File: src/rtl/cpu_pkg.sv
// Shared definitions for the 8-bit register CPU: sequencer state encoding,
// opcode constants and the instruction word layout.
package cpu_pkg;

    localparam int unsigned INSTR_W = 8;
    localparam int unsigned OPC_W   = 4;
    localparam int unsigned REG_W   = 2;
    localparam int unsigned STATE_W = 2;

    typedef enum logic [STATE_W-1:0] {
        SEQ_IDLE  = 2'b00,
        SEQ_FETCH = 2'b01,
        SEQ_ISSUE = 2'b10,
        SEQ_HALT  = 2'b11
    } seq_state_e;

    localparam logic [OPC_W-1:0] OP_NOP = 4'b0000;
    localparam logic [OPC_W-1:0] OP_ADD = 4'b0001;
    localparam logic [OPC_W-1:0] OP_SUB = 4'b0010;
    localparam logic [OPC_W-1:0] OP_HLT = 4'b1111;

    // {opcode[7:4], dst[3:2], src[1:0]}
    typedef struct packed {
        logic [OPC_W-1:0] opcode;
        logic [REG_W-1:0] dst;
        logic [REG_W-1:0] src;
    } instr_t;

    function automatic logic is_hlt(input instr_t i_instr);
        return i_instr.opcode == OP_HLT;
    endfunction

endpackage

File: src/rtl/prog_mem.sv
// Program memory: DEPTH x 8 array, synchronous write, registered read.
// A write to the address being read is forwarded so it is seen immediately.
module prog_mem
    import cpu_pkg::*;
#(
    parameter int unsigned DEPTH = 16,
    parameter int unsigned AW    = $clog2(DEPTH)
) (
    input  logic               clk,
    input  logic               i_we,
    input  logic [AW-1:0]      i_waddr,
    input  logic [INSTR_W-1:0] i_wdata,
    input  logic [AW-1:0]      i_raddr,
    output logic [INSTR_W-1:0] o_rdata
);

    logic [INSTR_W-1:0] r_mem [DEPTH];
    logic [INSTR_W-1:0] r_rdata;

    always_ff @(posedge clk) begin
        if (i_we) begin
            r_mem[i_waddr] <= i_wdata;
        end
        if (i_we && (i_waddr == i_raddr)) begin
            r_rdata <= i_wdata;
        end else begin
            r_rdata <= r_mem[i_raddr];
        end
    end

    assign o_rdata = r_rdata;

endmodule

File: src/rtl/prog_sequencer.sv
// Instruction sequencer: fetches words from prog_mem and issues them to the
// datapath over valid/ready. Optional breakpoint logic under SEQ_BREAKPOINT_EN.
module prog_sequencer
    import cpu_pkg::*;
#(
    parameter int unsigned DEPTH = 16,
    parameter int unsigned AW    = $clog2(DEPTH)
) (
    input  logic               clk,
    input  logic               rst,
    input  logic               load_we,
    input  logic [AW-1:0]      load_addr,
    input  logic [INSTR_W-1:0] load_data,
    input  logic               run,
    input  logic               step,
    input  logic               halt_req,
    input  logic               pc_clr,
    output logic               issue_valid,
    output logic [INSTR_W-1:0] issue_instr,
    input  logic               issue_ready,
    output logic [AW-1:0]      pc,
    output logic [STATE_W-1:0] state,
    output logic               halted
`ifdef SEQ_BREAKPOINT_EN
    ,
    input  logic               bp_en,
    input  logic [AW-1:0]      bp_addr,
    output logic               bp_hit
`endif
);

    seq_state_e         r_state;
    seq_state_e         w_state_nxt;
    logic [AW-1:0]      r_pc;
    logic [AW-1:0]      w_pc_nxt;
    logic               r_run_mode;
    logic               w_run_mode_nxt;
    logic               r_halt_pend;
    logic               w_halt_pend_nxt;
    logic               r_issue_valid;
    logic               w_issue_valid_nxt;
    logic [INSTR_W-1:0] r_issue_instr;
    logic [INSTR_W-1:0] w_issue_instr_nxt;
    logic               r_halted;
    logic               w_halted_nxt;
    logic               w_mem_we;
    logic [INSTR_W-1:0] w_rd_data;
`ifdef SEQ_BREAKPOINT_EN
    logic               r_bp_hit;
    logic               w_bp_hit_nxt;
`endif

    // Program loads are only safe while nothing is being fetched or issued.
    assign w_mem_we = load_we && ((r_state == SEQ_IDLE) || (r_state == SEQ_HALT));

    // Read address follows the next pc so the word is ready during FETCH.
    prog_mem #(
        .DEPTH (DEPTH),
        .AW    (AW)
    ) u_prog_mem (
        .clk     (clk),
        .i_we    (w_mem_we),
        .i_waddr (load_addr),
        .i_wdata (load_data),
        .i_raddr (w_pc_nxt),
        .o_rdata (w_rd_data)
    );

    always_ff @(posedge clk) begin
        if (rst) begin
            r_state       <= SEQ_IDLE;
            r_pc          <= '0;
            r_run_mode    <= 1'b0;
            r_halt_pend   <= 1'b0;
            r_issue_valid <= 1'b0;
            r_issue_instr <= '0;
            r_halted      <= 1'b0;
        end else begin
            r_state       <= w_state_nxt;
            r_pc          <= w_pc_nxt;
            r_run_mode    <= w_run_mode_nxt;
            r_halt_pend   <= w_halt_pend_nxt;
            r_issue_valid <= w_issue_valid_nxt;
            r_issue_instr <= w_issue_instr_nxt;
            r_halted      <= w_halted_nxt;
        end
    end

`ifdef SEQ_BREAKPOINT_EN
    always_ff @(posedge clk) begin
        if (rst) begin
            r_bp_hit <= 1'b0;
        end else begin
            r_bp_hit <= w_bp_hit_nxt;
        end
    end

    assign bp_hit = r_bp_hit;
`endif

    always_comb begin
        w_state_nxt       = r_state;
        w_pc_nxt          = r_pc;
        w_run_mode_nxt    = r_run_mode;
        w_halt_pend_nxt   = r_halt_pend;
        w_issue_valid_nxt = 1'b0;
        w_issue_instr_nxt = r_issue_instr;
`ifdef SEQ_BREAKPOINT_EN
        w_bp_hit_nxt      = 1'b0;
`endif

        // run beats step; halt_req beats both. HALT ignores run/step entirely.
        if (r_state != SEQ_HALT) begin
            if (run) begin
                w_run_mode_nxt = 1'b1;
            end else if (step) begin
                w_run_mode_nxt = 1'b0;
            end
        end
        if (halt_req) begin
            w_run_mode_nxt = 1'b0;
        end

        case (r_state)
            SEQ_IDLE: begin
                if (pc_clr) begin
                    w_pc_nxt = '0;
                end else if (run || step) begin
                    w_state_nxt = SEQ_FETCH;
                end
            end
            SEQ_FETCH: begin
                if (halt_req) begin
                    w_state_nxt = SEQ_IDLE;
                end else if (is_hlt(instr_t'(w_rd_data))) begin
                    w_state_nxt    = SEQ_HALT;
                    w_run_mode_nxt = 1'b0;
                end else begin
                    w_state_nxt       = SEQ_ISSUE;
                    w_issue_valid_nxt = 1'b1;
                    w_issue_instr_nxt = w_rd_data;
                end
            end
            SEQ_ISSUE: begin
                w_issue_valid_nxt = 1'b1;
                if (halt_req) begin
                    w_halt_pend_nxt = 1'b1;
                end
                if (issue_ready) begin
                    w_issue_valid_nxt = 1'b0;
                    w_halt_pend_nxt   = 1'b0;
                    w_pc_nxt          = AW'(r_pc + AW'(1));
                    if (w_run_mode_nxt && !r_halt_pend) begin
                        w_state_nxt = SEQ_FETCH;
`ifdef SEQ_BREAKPOINT_EN
                        // Only continuation fetches are checked, so a fresh run steps past bp_addr.
                        if (bp_en && (w_pc_nxt == bp_addr)) begin
                            w_state_nxt    = SEQ_IDLE;
                            w_run_mode_nxt = 1'b0;
                            w_bp_hit_nxt   = 1'b1;
                        end
`endif
                    end else begin
                        w_state_nxt = SEQ_IDLE;
                    end
                end
            end
            SEQ_HALT: begin
                if (pc_clr) begin
                    w_pc_nxt    = '0;
                    w_state_nxt = SEQ_IDLE;
                end
            end
            default: begin
                w_state_nxt = SEQ_IDLE;
            end
        endcase

        w_halted_nxt = (w_state_nxt == SEQ_HALT);
    end

    assign issue_valid = r_issue_valid;
    assign issue_instr = r_issue_instr;
    assign pc          = r_pc;
    assign state       = r_state;
    assign halted      = r_halted;

endmodule

File: config.mk
export PLATFORM = sky130hd
export DESIGN_NAME = prog_sequencer
export DESIGN_NICKNAME = d
export VERILOG_FILES = /design/src/rtl/cpu_pkg.sv /design/src/rtl/prog_mem.sv /design/src/rtl/prog_sequencer.sv
export SDC_FILE = /design/constraint.sdc
export NUM_CORES = 1
export LEC_CHECK = 0
export ABC_CLOCK_PERIOD_IN_PS = 2450
export CAP_MARGIN = 25
export CORE_MARGIN = 3
export CORE_UTILIZATION = 39
export DETAILED_ROUTE_END_ITERATION = 12
export PLACE_DENSITY = 0.6
export SKIP_LAST_GASP = 1
export SLEW_MARGIN = 10
export SYNTH_ARGS = -nofsm -noshare
export SYNTH_HDL_FRONTEND = slang
export SYNTH_SLANG_ARGS = --single-unit
File: constraint.sdc
create_clock -name clk -period 2.45 [get_ports clk]
set_input_delay 0.735 -clock clk [delete_from_list [all_inputs] [get_ports clk]]
set_output_delay 0.735 -clock clk [all_outputs]
set_load 0.02 [all_outputs]
**After elaboration in Yosys (flattened, before gate mapping)**

Memories as Yosys holds them, arrays and structs flattened. A register that Yosys moved wholly into a read port is not among the register bits.
Cells that the tools add are included.

- Bits in registers: 18
- Memory bits (writable): 128
- Bits of input ports: 20
- Output and inout port bits: 16
- Logic and storage cells: 53
- Memories kept: 1

- Add/sub/neg operators: 1
- Eq/ne operators: 6
- Muxes and demuxes: 26
- Bitwise gates (word level): 2
- Reductions and logical operators: 10

Memories:

| name | depth | bits a word | rd ports | clocked after Yosys merged registers in | write ports | line | source |
|---|---|---|---|---|---|---|---|
| u_prog_mem.r_mem | 16 | 8 | 1 | 1 | 1 | prog_mem.sv:17 | `logic [INSTR_W-1:0] r_mem [DEPTH];` |

Operator list:

| operator | number |
|---|---|
| $mux 1 | 16 |
| $mux 2 | 5 |
| $mux 4 | 2 |
| $pmux 2 s4 | 1 |
| $pmux 4 s2 | 1 |
| $eq 2x2->1 const B | 3 |
| $add 4x1->4 const B | 1 |
| $eq 4x4->1 const B | 1 |
| $reduce_and 3->1 | 1 |
| $eq 2x1->1 const B | 1 |
| $logic_and 1x1->1 | 2 |
| $logic_not 2->1 | 1 |
| $logic_or 1x1->1 | 2 |
| $ne 2x2->1 const B | 1 |
| $not 1->1 | 2 |
| $pmux 1 s2 | 1 |
| $reduce_and 2->1 | 1 |
| $reduce_bool 2->1 | 1 |
| $reduce_or 2->1 | 1 |
| $logic_not 1->1 | 1 |

**Longest topological paths before layout**

Gate-level depths: netlist (run 1).

- Depth after elaboration: 9
- Depth in mapped cells: 8
- Depth with buffers taken out: 8

**Modules after synthesis**

A second synthesis (run 1) with hierarchy kept.

- Cells, all modules: 324
- Area, all modules: 5963.2 um2

By module, submodules not included:

| module | times used | cells each | area each (um2) | seq. area each (um2) |
|---|---|---|---|---|
| prog_mem | 1 | 225 | 5067.4 | 3923.8 |
| prog_sequencer | 1 | 99 | 895.9 | 360.3 |

**Worst setup path after synthesis (run 1)**

No wires, ideal clock.

- Path kind: flip-flop to flip-flop
- Start: reg r_state[0], in the netlist state[0]
- End: mem u_prog_mem.r_mem[4][0], enable pin
- Library setup time: 0.383 ns
- Arrival: 2.197 ns
- Required time: 2.067 ns
- Setup slack: -0.130 ns
- Stages on the path, launching flop included: 6
- Buffers on the path: 0
- Clock period less this slack: 2.580 ns
- Cells stage by stage: dfxtp_1 -> inv_1 -> ha_1 -> nand2b_1 -> or3b_2 -> nor3_1

- Longest elaborated chain between the ends: 5
- Elaborated cells on any way between the ends: 6
- Classes of those cells: eq/ne: 1; mux: 2; reduce/logical: 3

RTL lines:

| item | line | source |
|---|---|---|
| from (decl) | prog_sequencer.sv:32 | `seq_state_e r_state;` |
| from (signal assigned) | prog_sequencer.sv:79 | `r_state <= w_state_nxt;` |
| $eq 2x2->1 or $logic_not 2->1 (tied branches) | prog_sequencer.sv:54 | `assign w_mem_we = load_we && ((r_state == SEQ_IDLE) \|\| (r_state == SEQ_HALT));` |
| $logic_or 1x1->1 * | prog_sequencer.sv:54 |  |
| $logic_and 1x1->1 * | prog_sequencer.sv:54 |  |
| $mux 1 * | prog_mem.sv:21 | `if (i_we) begin` |
| $mux 1 (implied by the code) * | prog_mem.sv:22 | `r_mem[i_waddr] <= i_wdata;` |
| to (decl) | prog_mem.sv:17 |  |

Mark *: on every way between the ends. The rest lies on a longest branch, timed or not.

==> results by group, run 1 <==
Die
  – Die ar.: 0.0167 sq mm
  – Rows: 44
  – Starting density of the core: 40.4%
  – IO Count: 36
  – CORE AREA: 0.0147 sq mm
  – Die width: 129 um
  – Die height: 129 um

Timing
  – Worst-Margin Slew: 0.624 ns
  – Worst Hold Slack: 0.496 ns
  – Max-slew violations: 0
  – Slew HR: 58.3%
  – F_max: 0.441 GHz
  – Setup TNS: 0 ns
  – Worst clock skew: 0.00480 ns
  – Final setup viols: 0
  – RSZ-0062 raised after global routing: no
  – Final Hold Vio Count: 0
  – Final period util: 92.6%
  – Minimum clock period: 2.27 ns

Final layout
  – Nets: 419
  – Post-layout util: 49.4%
  – Inserted Diodes: 0
  – Leading cell types in the layout, fill and taps excluded: edfxtp_1 (128), clkdlybuf4s50_1 (35), nor2_1 (28), mux4_2 (28), buf_4 (27)
  – Share of layout cells above drive strength 1: 23.2%
  – Area grow syn2layout: 22.3%
  – Most common cell after layout, fill and taps aside: edfxtp_1
  – Finished Layout Cells: 590

Worst setup path
  – Worst reg-to-reg setup slack: 0.18 ns
  – Largest stage delay, worst path: 0.58 ns
  – Reg2reg path depth: 8
  – Critical-path top delay cell: mux4_1
  – Crit-path max FO: 19
  – Critical path type: flip-flop to flip-flop
  – WP data required: 2.76 ns
  – Worst Setup End Kind: flip-flop
  – Data arrival time of the worst path: 2.58 ns
  – Cell seen most often among critical-path stages: buf_12
  – Reg-to-Reg End: issue_instr[0]
  – Crit path cell chain: buf_12 > mux4_1 > a22oi_1 > nand3_2 > a41oi_4 > buf_12 > mux2i_1 > nor2_1
  – Worst setup SP type: flip-flop

Synth
  – Post-Synth XOR/XNOR Area: 0%
  – Post-synthesis compound-gate area fraction: 3.35%
  – #FFs+latches synth: 150
  – Synth warnings: 0
  – Cells taking the most area after synthesis: edfxtp_1 (65%), mux4_2 (11%), dfxtp_1 (7.4%)
  – Synth Flop Type: edfxtp_1
  – Count of unique library cells instantiated by Yosys: 37
  – Yosys top cell area share: 64.8%
  – Number of flops mapped to enable cells by yosys: 128
  – Mapped Area: 0.00593 sq mm
  – Multiplexer share of the synthesized area: 15.0%
  – Synthesized area per cell: 18.5 sq um
  – Adder-cell share of the synthesized area: 1.27%
  – Cells after Synth: 320
  – Sequential share of the synthesized area: 72.2%
  – Synthesized Nets: 346
  – Synth Area in Simple Gates: 6.47%
  – Biggest area consumer among synthesized cells: edfxtp_1
  – Synth async-reset ratio: 0%
  – Largest family of logic cells by synthesized area: multiplexers

Route
  – Drt drc: 0
  – Total Routed Length: 12.0 mm
  – WL per Instance: 20.3 um
  – Vias: 3103
  – Vias per std cell: 5.26
  – First-pass iteration count of the detailed router: 6
  – Routed Antenna Nets: 0
  – First-iteration detailed-routing DRC count: 252

Clock tree
  – CTS Buf Count: 17
  – Worst skew pair latency: 0.42 ns
  – Sink Count: 150
  – H-tree lvl count: 4
  – Clock transition at path regs: 0.06 ns
  – CTS Root Cell: clkbuf_16
  – CTS resizes: 0
  – CTS tree: built
  – Worst-case clock buffer depth: 2

Place
  – Detailed placer's ending HPWL: 8.37 mm
  – Post-placement cell count: 557
  – Routability congestion estimate: 0.795
  – IO Port Bufs: 35

Global routing
  – Overall global routing resource usage: 15.7%
  – GRT Residual Overflow: 0
  – First-pass GRT wire length: 19.0 mm
  – Initial antenna violation count: 0
  – Vias in the first global route: 3159
  – Largest net degree at the start of global routing: 21

Worst hold path
  – Worst min-delay path category: flip-flop to flip-flop
  – Hold path depth: 2
  – Hold path endpoint: issue_instr[5]
  – Hold_sp: issue_instr[5]

Pwr
  – Peak supply drop: 485 uV
  – Cell Pwr Density: 756 mW/mm^2
  – Pwr Total: 5490 uW
  – P_leak: 0.00236 uW

Run
  – MaxCap Viol Count: 0

Status
  – Outcome: finished, final reports clean
Yosys cell counts, types with 2 or more instances:
master	instances
a211o_1	2
a21oi_1	7
a22o_1	4
a22oi_1	4
clkbuf_1	7
dfxtp_1	22
edfxtp_1	128
ha_1	6
inv_1	8
mux2i_1	4
mux4_1	8
mux4_2	28
nand2_1	12
nand2b_1	5
nand3_1	7
nand3_2	2
nor2_1	28
nor2b_1	6
nor3_1	10
nor3b_1	2
o21ai_0	3
o21bai_1	2
cell type report:
class                           count  area, sq um
Fill cell                        1176         7440
Sequential cell                   150         4290
Multi-Input combinational cell    151         1560
Timing Repair Buffer               65          613
Clock buffer                       18          429
Tap cell                          184          230
Clock inverter                     14          110
Inverter                            8         30.0
cell families (layout without fill, tap and decap cells):
group	count (synthesis)	count (layout)
flops	150	150
buf+inv	19	105
compound gates	26	26
simple gates	78	78
fa+ha+maj	6	6
mux	41	41
where the power goes:
part / total [uW] / leakage (uW) / internal (uW) / switching (uW)
sequential: 2830 / 0.00133 / 2810 / 13.5
combinational: 299 / 0.000782 / 132 / 168
clock: 2360 / 0.000249 / 1380 / 979
total: 5490 / 0.00236 / 4330 / 1160
worst max path at each step:
stage / start / end / slack (ns) / depth (start not counted)
3_3_place_gp: load_we / u_prog_mem.r_mem[5][6] / 0.05 / 5
5_1_grt: flip-flop / issue_valid / 0.003 / 8
6_report: flip-flop / issue_instr[0] / 0.18 / 8
2_1_floorplan: state[0] / u_prog_mem.r_mem[5][0] / 0.08 / 5
3_5_place_dp: load_we / u_prog_mem.r_mem[5][2] / 0.02 / 5
4_1_cts: flip-flop / issue_instr[0] / 0.06 / 7
flip-flops by register name, summed over array words and instances, names as in the netlist, named ones only:
signal	cells
u_prog_mem.r_mem	128
issue_instr	8
pc	4
state	2
halted	1
issue_valid	1
r_halt_pend	1
r_run_mode	1
metal layers:
metal  vias to the layer above  wire length (um)  global-route usage, %
li1                       1433                 -                      -
met5                         -                 0                      0
met3                        13               752                   4.20
met4                         0               138                   5.56
met1                      1563              5640                   22.9
met2                        94              5430                   22.8
worst max-delay path: cells and delay by family (launching register included):
kind / cells / cell delay [ns]
muxes: 2 / 0.77
AOI/OAI and AO/OA: 2 / 0.50
DFF: 1 / 0.34
buffers and inverters: 2 / 0.34
and+or+nand+nor: 2 / 0.20
metrics by stage:
step	worst slack, ns	cell area (sq um)
floorplan	0.0836	5940
global placement	0.0464	6700
detailed placement	0.0243	6700
CTS	0.0646	7240
global route	0.00306	7260
finish	0.181	7260
timing repair:
action                                  in CTS  in global routing
hold buffers                                 0                  0
endpoints found under the setup margin       0                  6
setup buffers                                0                  1
Power figures use the tool's default switching activity.
==> run 2: changes to the inputs <==
--- a/config.mk
+++ b/config.mk
@@ -12,7 +12,7 @@
 export DETAILED_ROUTE_END_ITERATION = 12
 export PLACE_DENSITY = 0.6
 export SKIP_LAST_GASP = 1
-export SLEW_MARGIN = 10
+export SLEW_MARGIN = 20
 export SYNTH_ARGS = -nofsm -noshare
 export SYNTH_HDL_FRONTEND = slang
 export SYNTH_SLANG_ARGS = --single-unit
==> results of run 2 <==
Same layout as run 1: the final DEF is identical, and so are final timing and power.
